[config.mk]
export PLATFORM = sky130hd
export DESIGN_NAME = mem_port_arbiter
export DESIGN_NICKNAME = d
export VERILOG_FILES = /design/src/rtl/mem_port_arbiter.sv
export SDC_FILE = /design/constraint.sdc
export NUM_CORES = 1
export LEC_CHECK = 0
export CELL_PAD_IN_SITES_DETAIL_PLACEMENT = 0
export CELL_PAD_IN_SITES_GLOBAL_PLACEMENT = 1
export CORE_UTILIZATION = 30
export CTS_BUF_LIST = sky130_fd_sc_hd__clkbuf_16
export CTS_CLUSTER_SIZE = 10
export DETAILED_ROUTE_END_ITERATION = 12
export MAX_ROUTING_LAYER = met4
export PLACE_DENSITY_LB_ADDON = 0.1
export REMOVE_ABC_BUFFERS = 1
export SLEW_MARGIN = 40
export SYNTH_ARGS = -nofsm -noshare
export SYNTH_HDL_FRONTEND = slang
export SYNTH_SLANG_ARGS = --single-unit
[constraint.sdc]
create_clock -name clk -period 3.35 [get_ports clk]
set_clock_uncertainty 0.05 [all_clocks]
set_input_delay 0.5025 -clock clk [delete_from_list [all_inputs] [get_ports clk]]
set_output_delay 0.5025 -clock clk [all_outputs]
set_load 0.02 [all_outputs]
[src/rtl/mem_port_arbiter.sv]
// Two-port round-robin arbiter for the shared instruction/data memory.
// One transaction in flight; registered strobes and fixed-latency read capture.
module mem_port_arbiter #(
    parameter int AW       = 10,
    parameter int DW       = 32,
    parameter int READ_LAT = 2
) (
    input  logic          clk,
    input  logic          rst,
    input  logic          req0,
    input  logic          we0,
    input  logic [AW-1:0] addr0,
    input  logic [DW-1:0] wdata0,
    output logic          gnt0,
    output logic          done0,
    input  logic          req1,
    input  logic          we1,
    input  logic [AW-1:0] addr1,
    input  logic [DW-1:0] wdata1,
    output logic          gnt1,
    output logic          done1,
    output logic [DW-1:0] rdata,
    output logic          busy,
    output logic [AW-1:0] mem_addr,
    output logic [DW-1:0] mem_wdata,
    output logic          mem_read,
    output logic          mem_write,
    input  logic [DW-1:0] mem_rdata
);

    typedef enum logic [1:0] {
        IDLE   = 2'd0,
        ACCESS = 2'd1,
        DONE   = 2'd2
    } state_t;

    localparam logic [2:0] LAT3 = 3'(READ_LAT);

    state_t        state_r;
    logic          last_grant_r;
    logic          owner_r;
    logic          is_write_r;
    logic [2:0]    cnt_r;

    logic          any_req_s;
    logic          pick0_s;
    logic          win_we_s;
    logic [AW-1:0] win_addr_s;
    logic [DW-1:0] win_wdata_s;

    // Winner selection: a tie goes to the port that was not granted last.
    always_comb begin
        any_req_s = req0 | req1;
        pick0_s   = 1'b0;
        if (req0 && req1) begin
            pick0_s = last_grant_r;
        end else if (req0) begin
            pick0_s = 1'b1;
        end else begin
            pick0_s = 1'b0;
        end
        if (pick0_s) begin
            win_we_s    = we0;
            win_addr_s  = addr0;
            win_wdata_s = wdata0;
        end else begin
            win_we_s    = we1;
            win_addr_s  = addr1;
            win_wdata_s = wdata1;
        end
    end

    // Transaction sequencer with all outputs registered.
    always_ff @(posedge clk or posedge rst) begin
        if (rst) begin
            state_r      <= IDLE;
            last_grant_r <= 1'b1;
            owner_r      <= 1'b0;
            is_write_r   <= 1'b0;
            cnt_r        <= 3'd0;
            gnt0         <= 1'b0;
            gnt1         <= 1'b0;
            done0        <= 1'b0;
            done1        <= 1'b0;
            rdata        <= {DW{1'b0}};
            busy         <= 1'b0;
            mem_addr     <= {AW{1'b0}};
            mem_wdata    <= {DW{1'b0}};
            mem_read     <= 1'b0;
            mem_write    <= 1'b0;
        end else begin
            mem_read  <= 1'b0;
            mem_write <= 1'b0;
            done0     <= 1'b0;
            done1     <= 1'b0;
            case (state_r)
                IDLE: begin
                    if (any_req_s) begin
                        gnt0         <= pick0_s;
                        gnt1         <= ~pick0_s;
                        owner_r      <= ~pick0_s;
                        last_grant_r <= ~pick0_s;
                        is_write_r   <= win_we_s;
                        mem_addr     <= win_addr_s;
                        mem_wdata    <= win_wdata_s;
                        mem_read     <= ~win_we_s;
                        mem_write    <= win_we_s;
                        cnt_r        <= win_we_s ? 3'd0 : LAT3;
                        busy         <= 1'b1;
                        state_r      <= ACCESS;
                    end else begin
                        state_r <= IDLE;
                    end
                end
                ACCESS: begin
                    // Counter reaching zero marks the cycle holding valid read data.
                    if (cnt_r == 3'd0) begin
                        if (!is_write_r) begin
                            rdata <= mem_rdata;
                        end else begin
                            rdata <= rdata;
                        end
                        done0   <= ~owner_r;
                        done1   <= owner_r;
                        state_r <= DONE;
                    end else begin
                        cnt_r   <= cnt_r - 3'd1;
                        state_r <= ACCESS;
                    end
                end
                DONE: begin
                    gnt0    <= 1'b0;
                    gnt1    <= 1'b0;
                    busy    <= 1'b0;
                    state_r <= IDLE;
                end
                default: begin
                    gnt0    <= 1'b0;
                    gnt1    <= 1'b0;
                    busy    <= 1'b0;
                    state_r <= IDLE;
                end
            endcase
        end
    end

endmodule
# --- After elaboration in Yosys (flattened, before gate mapping) ---
# Index checks and enable logic that the tools add are counted.
totals:
  regBits: 89
  in_bits: 122
classes:
  n_addsub: 1
  muxes: 26
  n_reduce_logical: 8
  n_eq_ne: 3
  bitwise_logic: 6
op_table:
  columns: ["operator", "count"]
  rows:
  - ["32-bit two-way mux", 1]
  - ["1-bit two-way mux", 15]
  - ["10-bit two-way mux", 1]
  - ["3-bit two-way mux", 2]
  - ["1-bit one-hot mux with 2 select lines", 3]
  - ["3-bit one-hot mux with 2 select lines", 1]
  - ["3-bit AND reduction", 2]
  - ["1-bit inverter", 5]
  - ["2-bit two-way mux", 2]
  - ["2-bit inequality test (second input constant)", 2]
  - ["2-bit one-hot mux with 2 select lines", 1]
  - ["2-bit AND reduction", 2]
  - ["3-bit zero test", 1]
  - ["3-bit by 1-bit subtractor with 3-bit output (second input constant)", 1]
  - ["2-bit by 1-bit equality test with 1-bit output (second input constant)", 1]
  - ["2-bit zero test", 1]
  - ["2-bit nonzero test", 1]
  - ["1-bit logical AND", 1]
  - ["1-bit OR", 1]

# --- Logic depth before layout (Yosys ltp) ---
# Gate-level depths: netlist of run 1.
depth:
  ltp_word: 6
  mapped_depth: 7
  mapped_depth_nobuf: 6

# --- Least setup slack after synthesis of run 1 ---
# OpenSTA, ideal clock, no wires.
synth_path:
  path_type: "flip-flop to flip-flop"
  start: "register cnt_r[0]"
  end: "register rdata[10]"
  setup_ns: 0.125
  t_required_ns: 3.175
  t_arrival_ns: 1.534
  setup_slack_ns: 1.642
  path_stages_with_launch: 8
  path_buffers: 1
  path_cell_list: "dfrtp_1 inv_1 ha_1 and2b_1 nand3b_2 nor2_4 buf_6 mux2_2"
synth_between:
  elab_chain_len: 2
synth_rtl:
  columns: ["item", "line", "rtl"]
  rows:
  - ["from (decl)", "43", "logic [2:0] cnt_r;"]
  - ["from (signal assigned)", "108", "cnt_r <= win_we_s ? 3'd0 : LAT3;"]
  - ["from (signal assigned)", "127", "cnt_r <= cnt_r - 3'd1;"]
  - ["3-bit zero test", "117", "if (cnt_r == 3'd0) begin"]
  - ["3-bit AND reduction (no source line)", null, null]
  - ["to (signal assigned)", "85", "rdata <= {DW{1'b0}};"]
  - ["to (signal assigned)", "119", "rdata <= mem_rdata;"]
  - ["to (signal assigned)", "121", "rdata <= rdata;"]
  - ["to (decl)", "22", "output logic [DW-1:0] rdata,"]
# No other way between the ends.
# A chain may end at the register's enable or synchronous reset.

# --- Worst setup path in the final report of run 1 ---
layout_path:
  start: "register cnt_r[0]"
  end: "register rdata[25]"
# Same word-level chain as after synthesis.

==> out/metrics.yaml, run 1 <==
outcome: "finished clean"
cts_tree: "done"
wirelength_um: 10000
cp_num_buf_inv: 2
clock-sinks: 89
die_w_um: 114
die_height_um: 114
tns_ns: 0
grt-busiest-layer: "met2"
worstPathRequired_ns: 3.52
synth_area_mm2: 0.00374
grt_use_met1_pct: 20.5
startpoint_type: "register"
drv_slew: 0
yosysWarnings: 0
finalHoldViolations: 0
nets: 597
fp-row-count: 40
area_delta_synth_final_pct: 65.0
track_usage_pct: 16.5
clk_latency_ns: 0.33
ir_worst_vdd_mv: 0.304
crit_end: "rdata[25]$_DFFE_PP0P_"
clk_pin_slew_ns: 0.06
slowest_stage: "dfrtp_1"
tightest_slew_ns: 0.612
synthCells: 273
post-route-period-util_pct: 60.4
n_antenna_cell: 0
vias: 2942
synth_common_cells: "dfrtp_1, nor2b_1, a221o_1, mux2_2, nor2_1"
synthFlopType: "dfrtp_1"
slew_headroom_pct: 59.1
synth_edf_count: 0
n_fill_cell: 1111
fin_crit_ns: 2.02
portBuffers: 202
yosys.area.top_type: "dfrtp_1"
dieArea_mm2: 0.0129
rsz0062_at_grt: "no"
grt_pass1_wl_um: 15500
cts_buffers: 9
final_layout_size_suffix_gt1_share_pct: 11.5
finalSetupViolCount: 0
place_area_mm2: 0.00589
synth_seq_area_share_pct: 59.5
grt_max_degree: 60
crit_fanout: 32
start_util_pct: 31.0
regToRegStartpoint: "cnt_r[0]$_DFFE_PP0P_"
design_area_mm2: 0.00617
worst_r2r_endpoint: "rdata[25]$_DFFE_PP0P_"
synth_most_common_cell: "dfrtp_1"
path_cells: "inv_1 -> ha_1 -> and2b_1 -> nand3b_2 -> nor2_4 -> buf_4 -> mux2_2"
grt_pass1_vias: 3025
cts_buffer_depth: 2
core-area_mm2: 0.0121
crit_type: "register to register"
cts-root-buf: "clkbuf_16"
wl_per_cell_um: 15.5
max-cap-violations: 0
cp-startpoint: "cnt_r[0]$_DFFE_PP0P_"
power.density_mw_per_mm2: 923
io_pins: 203
post_cts_resized: 0
total_leakage_power_nw: 2.58
first_pass_iters: 4
postCtsHoldBufs: 0
synth.area.top_cells: "dfrtp_1, a221o_1, mux2_2, nor2b_1, buf_6"
synth_seq_cells: 89
postCtsSetupRepairBufs: 0
hp-class: "register to register"
synth.top_cell.area_share_pct: 58.8
fmax_ghz: 0.495
ant_nets: 0
r2r_cells: 7
crit_cells: 7
synth.distinct_cells: 33
r2r_setup_slack_ns: 1.33
synth_area_per_cell_um2: 13.7
grt-ovfl-total: 0
grt_use_met2_pct: 24.9
synth_async_sr_flop_share_pct: 100
crit_family: "buffers and inverters"
antenna_found_initial: 0
critPathMaxStageDelay_ns: 0.39
end_kind: "register"
drt-initial-drc-count: 100
drcViolationCount: 0
vias_per_cell: 4.55
fin_ws_ns: 1.33
met3_usage_pct: 5.63
dp_slack_ns: 0.967
dpl.hpwl_um: 7070
cts_max_level: 3
place.gp.congestion: 0.721
worstPathArrival_ns: 2.19
-- sequential cells by signal, indices dropped and copies added (netlist names) --
register and cells:
mem_wdata 32, rdata 32, mem_addr 10, cnt_r 3
state_r 2, busy 1, done0 1, done1 1
gnt0 1, gnt1 1, is_write_r 1, last_grant_r 1
mem_read 1, mem_write 1, owner_r 1
-- cell type report --
cell class | count | area, um^2 | share of cell area [%]
inverters | 6 | 23.8 | 0.385
multi-input cells | 160 | 1340 | 21.7
clock buffers | 9 | 225 | 3.65
flip-flops and latches | 89 | 2230 | 36.1
clock inverters | 7 | 61.3 | 0.993
repair buffers | 207 | 2080 | 33.8
well taps | 168 | 210 | 3.40
-- worst reg2reg max path: cells and delay by family, from the launching register on --
family | cells | cell delay [ns]
adders and majority gates | 1 | 0.17
buffers and inverters | 2 | 0.47
DFF | 1 | 0.39
muxes | 1 | 0.40
and+or+nand+nor | 3 | 0.42
-- report_power, final --
| part | total (mW) | leakage, nW | internal, mW | switching (mW) |
|---|---|---|---|---|
| clock network | 0.968 | 0.134 | 0.568 | 0.400 |
| logic | 2.83 | 1.35 | 1.53 | 1.31 |
| registers | 1.89 | 1.09 | 1.59 | 0.302 |
-- layout by cell type, fill, tap and decap left out, drive strengths merged --
cell,netlist,layout
clkdlybuf4s50,0,202
dfrtp,88,88
nor2b,43,43
a221o,42,42
mux2,32,32
nor2,14,14
clkbuf,0,9
inv,6,5
clkinv,0,5
buf,18,5
a21oi,4,4
nor3,3,3
nand2,2,2
a21o,2,2
o21ai,2,2
a22o,2,2
and2,2,2
ha,2,2
clkinvlp,0,2
and2b,1,1
nand3b,1,1
or3,1,1
or2,1,1
a31oi,1,1
nand2b,1,1
and3,1,1
a211oi,1,1
o32a,1,1
nand3,1,1
bufinv,0,1
dfstp,1,1
-- logic make-up (layout without fill, tap and decap cells) --
group | count (synthesis) | after routing | share of synthesized area (%)
compound gates | 55 | 55 | 13.6
fa+ha+maj | 2 | 2 | 0.669
buf+inv | 24 | 229 | 4.81
flops | 89 | 89 | 59.5
mux | 32 | 32 | 9.63
simple gates | 71 | 71 | 11.7
-- metal layers --
layer  part of all wire, %  vias up
met5                     0        -
met1                    45     1384
met2                    44      148
met3                   9.5       10
met4                   1.4        0
li1                      -     1400
-- through the flow --
| stage | cells | util, % | hold WS (ns) | total power, mW |
|---|---|---|---|---|
| finish | 646 | 51.2 | 0.420 | 5.70 |
| global route | 646 | 51.2 | 0.443 | 6.06 |
| CTS | 646 | 51.2 | 0.419 | 5.79 |
| detailed placement | 630 | 48.8 | 0.409 | 4.79 |
| global placement | 630 | 48.8 | 0.407 | 4.74 |
| floorplan | 255 | - | 0.368 | 3.40 |
-- worst min path at each step --
stage	start	endpoint	slack, ns	cells past startpoint
2_1_floorplan	owner_r$_DFFE_PP0P_	done0$_DFF_PP0_	0.37	1
3_3_place_gp	owner_r$_DFFE_PP0P_	done0$_DFF_PP0_	0.41	1
3_5_place_dp	owner_r$_DFFE_PP0P_	done0$_DFF_PP0_	0.41	1
4_1_cts	owner_r$_DFFE_PP0P_	done0$_DFF_PP0_	0.42	1
5_1_grt	owner_r$_DFFE_PP0P_	done0$_DFF_PP0_	0.44	1
6_report	owner_r$_DFFE_PP0P_	done0$_DFF_PP0_	0.42	1
(Power assumes the default switching activity.)
==> run 2: changes to the inputs <==
==> constraint.sdc (replaced) <==
create_clock -name clk -period 1.95 [get_ports clk]
set_clock_uncertainty 0.05 [all_clocks]
set_input_delay 0.2925 -clock clk [delete_from_list [all_inputs] [get_ports clk]]
set_output_delay 0.2925 -clock clk [all_outputs]
set_load 0.02 [all_outputs]
==> out/metrics.yaml, run 2 (synthesized netlist as in run 1, its figures left out) <==
final_layout_size_suffix_gt1_share_pct: 15.0
antenna_found_initial: 0
worstPathArrival_ns: 2.04
grt_pass1_vias: 3180
regToRegStartpoint: "cnt_r[0]$_DFFE_PP0P_"
n_antenna_cell: 0
slowest_stage: "dfrtp_1"
cts_tree: "done"
io_pins: 203
clock-sinks: 89
cts_buffers: 9
die_height_um: 114
cp-startpoint: "cnt_r[0]$_DFFE_PP0P_"
start_util_pct: 31.0
layout_commonest_cell: "clkdlybuf4s50_1"
post-route-period-util_pct: 95.2
grt_max_degree: 46
grt_use_met2_pct: 26.5
r2r_setup_slack_ns: 0.09
whs_ns: 0.214
first_pass_iters: 4
tightest_slew_ns: 0.470
grt_use_met1_pct: 20.6
clk_latency_ns: 0.34
grt-ovfl-total: 0
critPathMaxStageDelay_ns: 0.40
ant_nets: 0
place.gp.congestion: 0.740
startpoint_type: "register"
die_w_um: 114
area_delta_synth_final_pct: 70.9
cts_buffer_depth: 2
power_mw: 10.0
hp-class: "primary input to asynchronous set/reset pin"
path_cells: "inv_2 -> ha_1 -> and2b_2 -> nand3b_4 -> nor2_4 -> buf_12 -> clkbuf_16 -> mux2_2"
finalSetupViolCount: 0
drv_slew: 0
cts_max_level: 3
core-area_mm2: 0.0121
place_area_mm2: 0.00602
dpl.hpwl_um: 7510
grt_pass1_wl_um: 16200
clk_pin_slew_ns: 0.06
nets: 611
outcome: "finished clean"
cp_num_buf_inv: 3
slew_headroom_pct: 68.6
met3_usage_pct: 5.10
finalHoldViolations: 0
drt-initial-drc-count: 91
postCtsHoldBufs: 0
end_kind: "register"
track_usage_pct: 17.1
vias: 3032
vias_per_cell: 4.59
dieArea_mm2: 0.0129
crit_type: "register to register"
final_cell_mix: "clkdlybuf4s50_1, dfrtp_1, nor2b_1"
max-cap-violations: 0
fmax_ghz: 0.539
fin_crit_ns: 1.86
ir_worst_vdd_mv: 0.631
crit_family: "simple AND/OR/NAND/NOR gates"
wirelength_um: 10600
total_leakage_power_nw: 2.68
cts-root-buf: "clkbuf_16"
drcViolationCount: 0
design_area_mm2: 0.00640
worstPathRequired_ns: 2.13
power.density_mw_per_mm2: 1570
fp-row-count: 40
grt-busiest-layer: "met2"
portBuffers: 202
wl_per_cell_um: 16.1
rsz0062_at_grt: "no"
crit_fanout: 7
reg_top3: "mem_wdata x32, rdata x32, mem_addr x10"
run 2: through the flow:
stage / setup TNS, ns / std cells / util [%] / worst slack, ns
floorplan: -64.74 / 255 / - / -0.698
global placement: 0 / 639 / 49.9 / 0.104
detailed placement: 0 / 639 / 49.9 / 0.0582
CTS: 0 / 655 / 52.2 / 0.0328
global route: 0 / 660 / 53.0 / 0.0161
finish: 0 / 660 / 53.0 / 0.0940
run 2: final cells by class:
class	count	area, um^2
Fill cell	1050	5670
Clock buffer	9	225
Timing Repair Buffer	221	2300
Tap cell	168	210
Inverter	6	23.8
Sequential cell	89	2230
Clock inverter	7	53.8
Multi-Input combinational cell	160	1350
run 2: timing repair:
action / CTS / global route
setup endpoints to repair: 0 / 32
setup buffers: 0 / 2
resized for setup: 0 / 3
run 2: worst register-to-register path, delay by kind of cell (launching register included):
kind                       cells  cell delay, ns
adders and majority gates      1            0.15
buffers and inverters          3            0.36
DFF                            1            0.40
and+or+nand+nor                3            0.45
muxes                          1            0.33
run 2: power by group:
group	switching [mW]	internal, mW
Sequential	0.478	2.74
Combinational	2.36	2.83
Clock	0.763	0.874
Total	3.60	6.44
run 2: path summary, 6_finish.rpt:
check,endpoint,cells past startpoint
min,rdata[10]$_DFFE_PP0P_,2
max,rdata[5]$_DFFE_PP0P_,8
max in group asynchronous,rdata[29]$_DFFE_PP0P_,3
min in group clk,done0$_DFF_PP0_,1
max reg2reg,rdata[5]$_DFFE_PP0P_,8
min reg2reg,done0$_DFF_PP0_,1
run 2: metal layers:
layer	part of all wire [%]	vias to the layer above	wire (um)
met5	0	-	0
met4	1.9	0	203
met3	9.3	14	990
met2	46	145	4930
met1	42	1448	4500
li1	-	1425	-
==> run 3: changes to the inputs <==
--- a/config.mk
+++ b/config.mk
@@ -7,6 +7,7 @@
 export LEC_CHECK = 0
 export CELL_PAD_IN_SITES_DETAIL_PLACEMENT = 0
 export CELL_PAD_IN_SITES_GLOBAL_PLACEMENT = 1
+export CORE_MARGIN = 2
 export CORE_UTILIZATION = 30
 export CTS_BUF_LIST = sky130_fd_sc_hd__clkbuf_16
 export CTS_CLUSTER_SIZE = 10
==> out/metrics.yaml, run 3 (synthesized netlist as in run 1, its figures left out) <==
first_pass_iters: 4
wl_per_cell_um: 17.2
die_w_um: 116
die_height_um: 116
portBuffers: 202
final_layout_size_suffix_gt1_share_pct: 15.2
core-area_mm2: 0.0121
rsz0062_at_grt: "yes"
dr_wl_met3_um: 1030
track_usage_pct: 16.7
crit_fanout: 8
fp-row-count: 40
finish.utilization_pct: 53.7
worstPathRequired_ns: 2.12
top_layer: "met4"
dieArea_mm2: 0.0134
grt_pass1_vias: 3185
clk_latency_ns: 0.33
power_mw: 10.4
cts_buffers: 9
slew_headroom_pct: 65.6
postCtsHoldBufs: 0
ant_nets: 0
antenna_found_initial: 0
end_kind: "register"
grt-ovfl-total: 0
drcViolationCount: 0
place_area_mm2: 0.00602
critPathMaxStageDelay_ns: 0.40
start_util_pct: 30.9
crit_cells: 7
max-cap-violations: 0
tightest_slew_ns: 0.515
place.gp.congestion: 0.745
final_cell_mix: "clkdlybuf4s50_1, dfrtp_1, nor2b_1"
vias: 3038
crit_family: "simple AND/OR/NAND/NOR gates"
slowest_stage: "dfrtp_1"
multi_input_area_mm2: 0.00142
hp-class: "primary input to asynchronous set/reset pin"
clk_pin_slew_ns: 0.06
area_delta_synth_final_pct: 73.7
grt_pass1_wl_um: 16400
cp_num_buf_inv: 2
drv_slew: 0
io_pins: 203
cp-startpoint: "cnt_r[0]$_DFFE_PP0P_"
post-route-period-util_pct: 98.0
cts-root-buf: "clkbuf_16"
n_fill_cell: 1091
wl_met1_um: 4880
r2r_cells: 7
cts_buffer_depth: 2
worstPathArrival_ns: 2.08
regToRegStartpoint: "cnt_r[0]$_DFFE_PP0P_"
power.density_mw_per_mm2: 1610
path_cells: "inv_2 -> ha_4 -> and2b_2 -> nand3b_4 -> nor2_4 -> buf_6 -> mux2_2"
dr_wl_met2_um: 5360
cts_tree: "done"
r2r_setup_slack_ns: 0.04
design_area_mm2: 0.00650
drt-initial-drc-count: 105
whs_ns: 0.252
crit_type: "register to register"
n_antenna_cell: 0
dpl.hpwl_um: 7930
reg_top3: "mem_wdata x32, rdata x32, mem_addr x10"
ir_worst_vdd_mv: 0.641
finalNonFillerCells: 660
crit_end: "rdata[24]$_DFFE_PP0P_"
startpoint_type: "register"
worst_r2r_endpoint: "rdata[24]$_DFFE_PP0P_"
ff_latch_area_mm2: 0.00223
wirelength_um: 11400
dp_cells: 638
total_leakage_power_nw: 2.75
clock-sinks: 89
vias_per_cell: 4.60
outcome: "finished clean"
finalHoldViolations: 0
nets: 611
grt_max_degree: 35
finalSetupViolCount: 0
layout_commonest_cell: "clkdlybuf4s50_1"
fin_crit_ns: 1.91
cts_max_level: 3
fmax_ghz: 0.523
## run 3: cell type report
type | instances | area share (%)
Clock buffer | 9 | 3.46
Clock inverter | 7 | 1.31
Inverter | 6 | 0.366
Multi-Input combinational cell | 160 | 21.9
Sequential cell | 89 | 34.3
Tap cell | 168 | 3.23
Timing Repair Buffer | 221 | 35.4
## run 3: what timing repair did
action                                  4_1_cts  5_1_grt
gates resized for setup                       0       22
endpoints found under the setup margin        0       32
buffers inserted                              0        3
## run 3: worst min path at each step
stage                              startpoint                    end  slack, ns  cells after the start
after global placement       gnt0$_DFFE_PP0P_       gnt0$_DFFE_PP0P_       0.41                      1
after CTS                                 rst  rdata[19]$_DFFE_PP0P_       0.26                      2
after floorplan           owner_r$_DFFE_PP0P_        done0$_DFF_PP0_       0.37                      1
final                                     rst  rdata[19]$_DFFE_PP0P_       0.25                      2
after detailed placement     gnt0$_DFFE_PP0P_       gnt0$_DFFE_PP0P_       0.42                      1
after global routing                      rst  rdata[15]$_DFFE_PP0P_       0.30                      2
## run 3: power by group
part | internal [mW] | switching, mW | leakage, nW
Clock | 1.11 | 0.706 | 0.152
Sequential | 2.74 | 0.502 | 1.09
Combinational | 2.97 | 2.42 | 1.51
## run 3: through the flow
stage	worst slack [ns]	setup TNS, ns
2_1_floorplan	-0.698	-64.74
3_3_place_gp	0.0781	0
3_5_place_dp	0.0519	0
4_1_cts	0.0758	0
5_1_grt	-0.0317	-0.680
6_report	0.0387	0
## run 3: metal layers
layer / vias up / global-route usage [%]
met5: - / -
met4: 0 / 4.76
met3: 5 / 6.01
met2: 154 / 26.4
met1: 1458 / 20.3
li1: 1421 / -
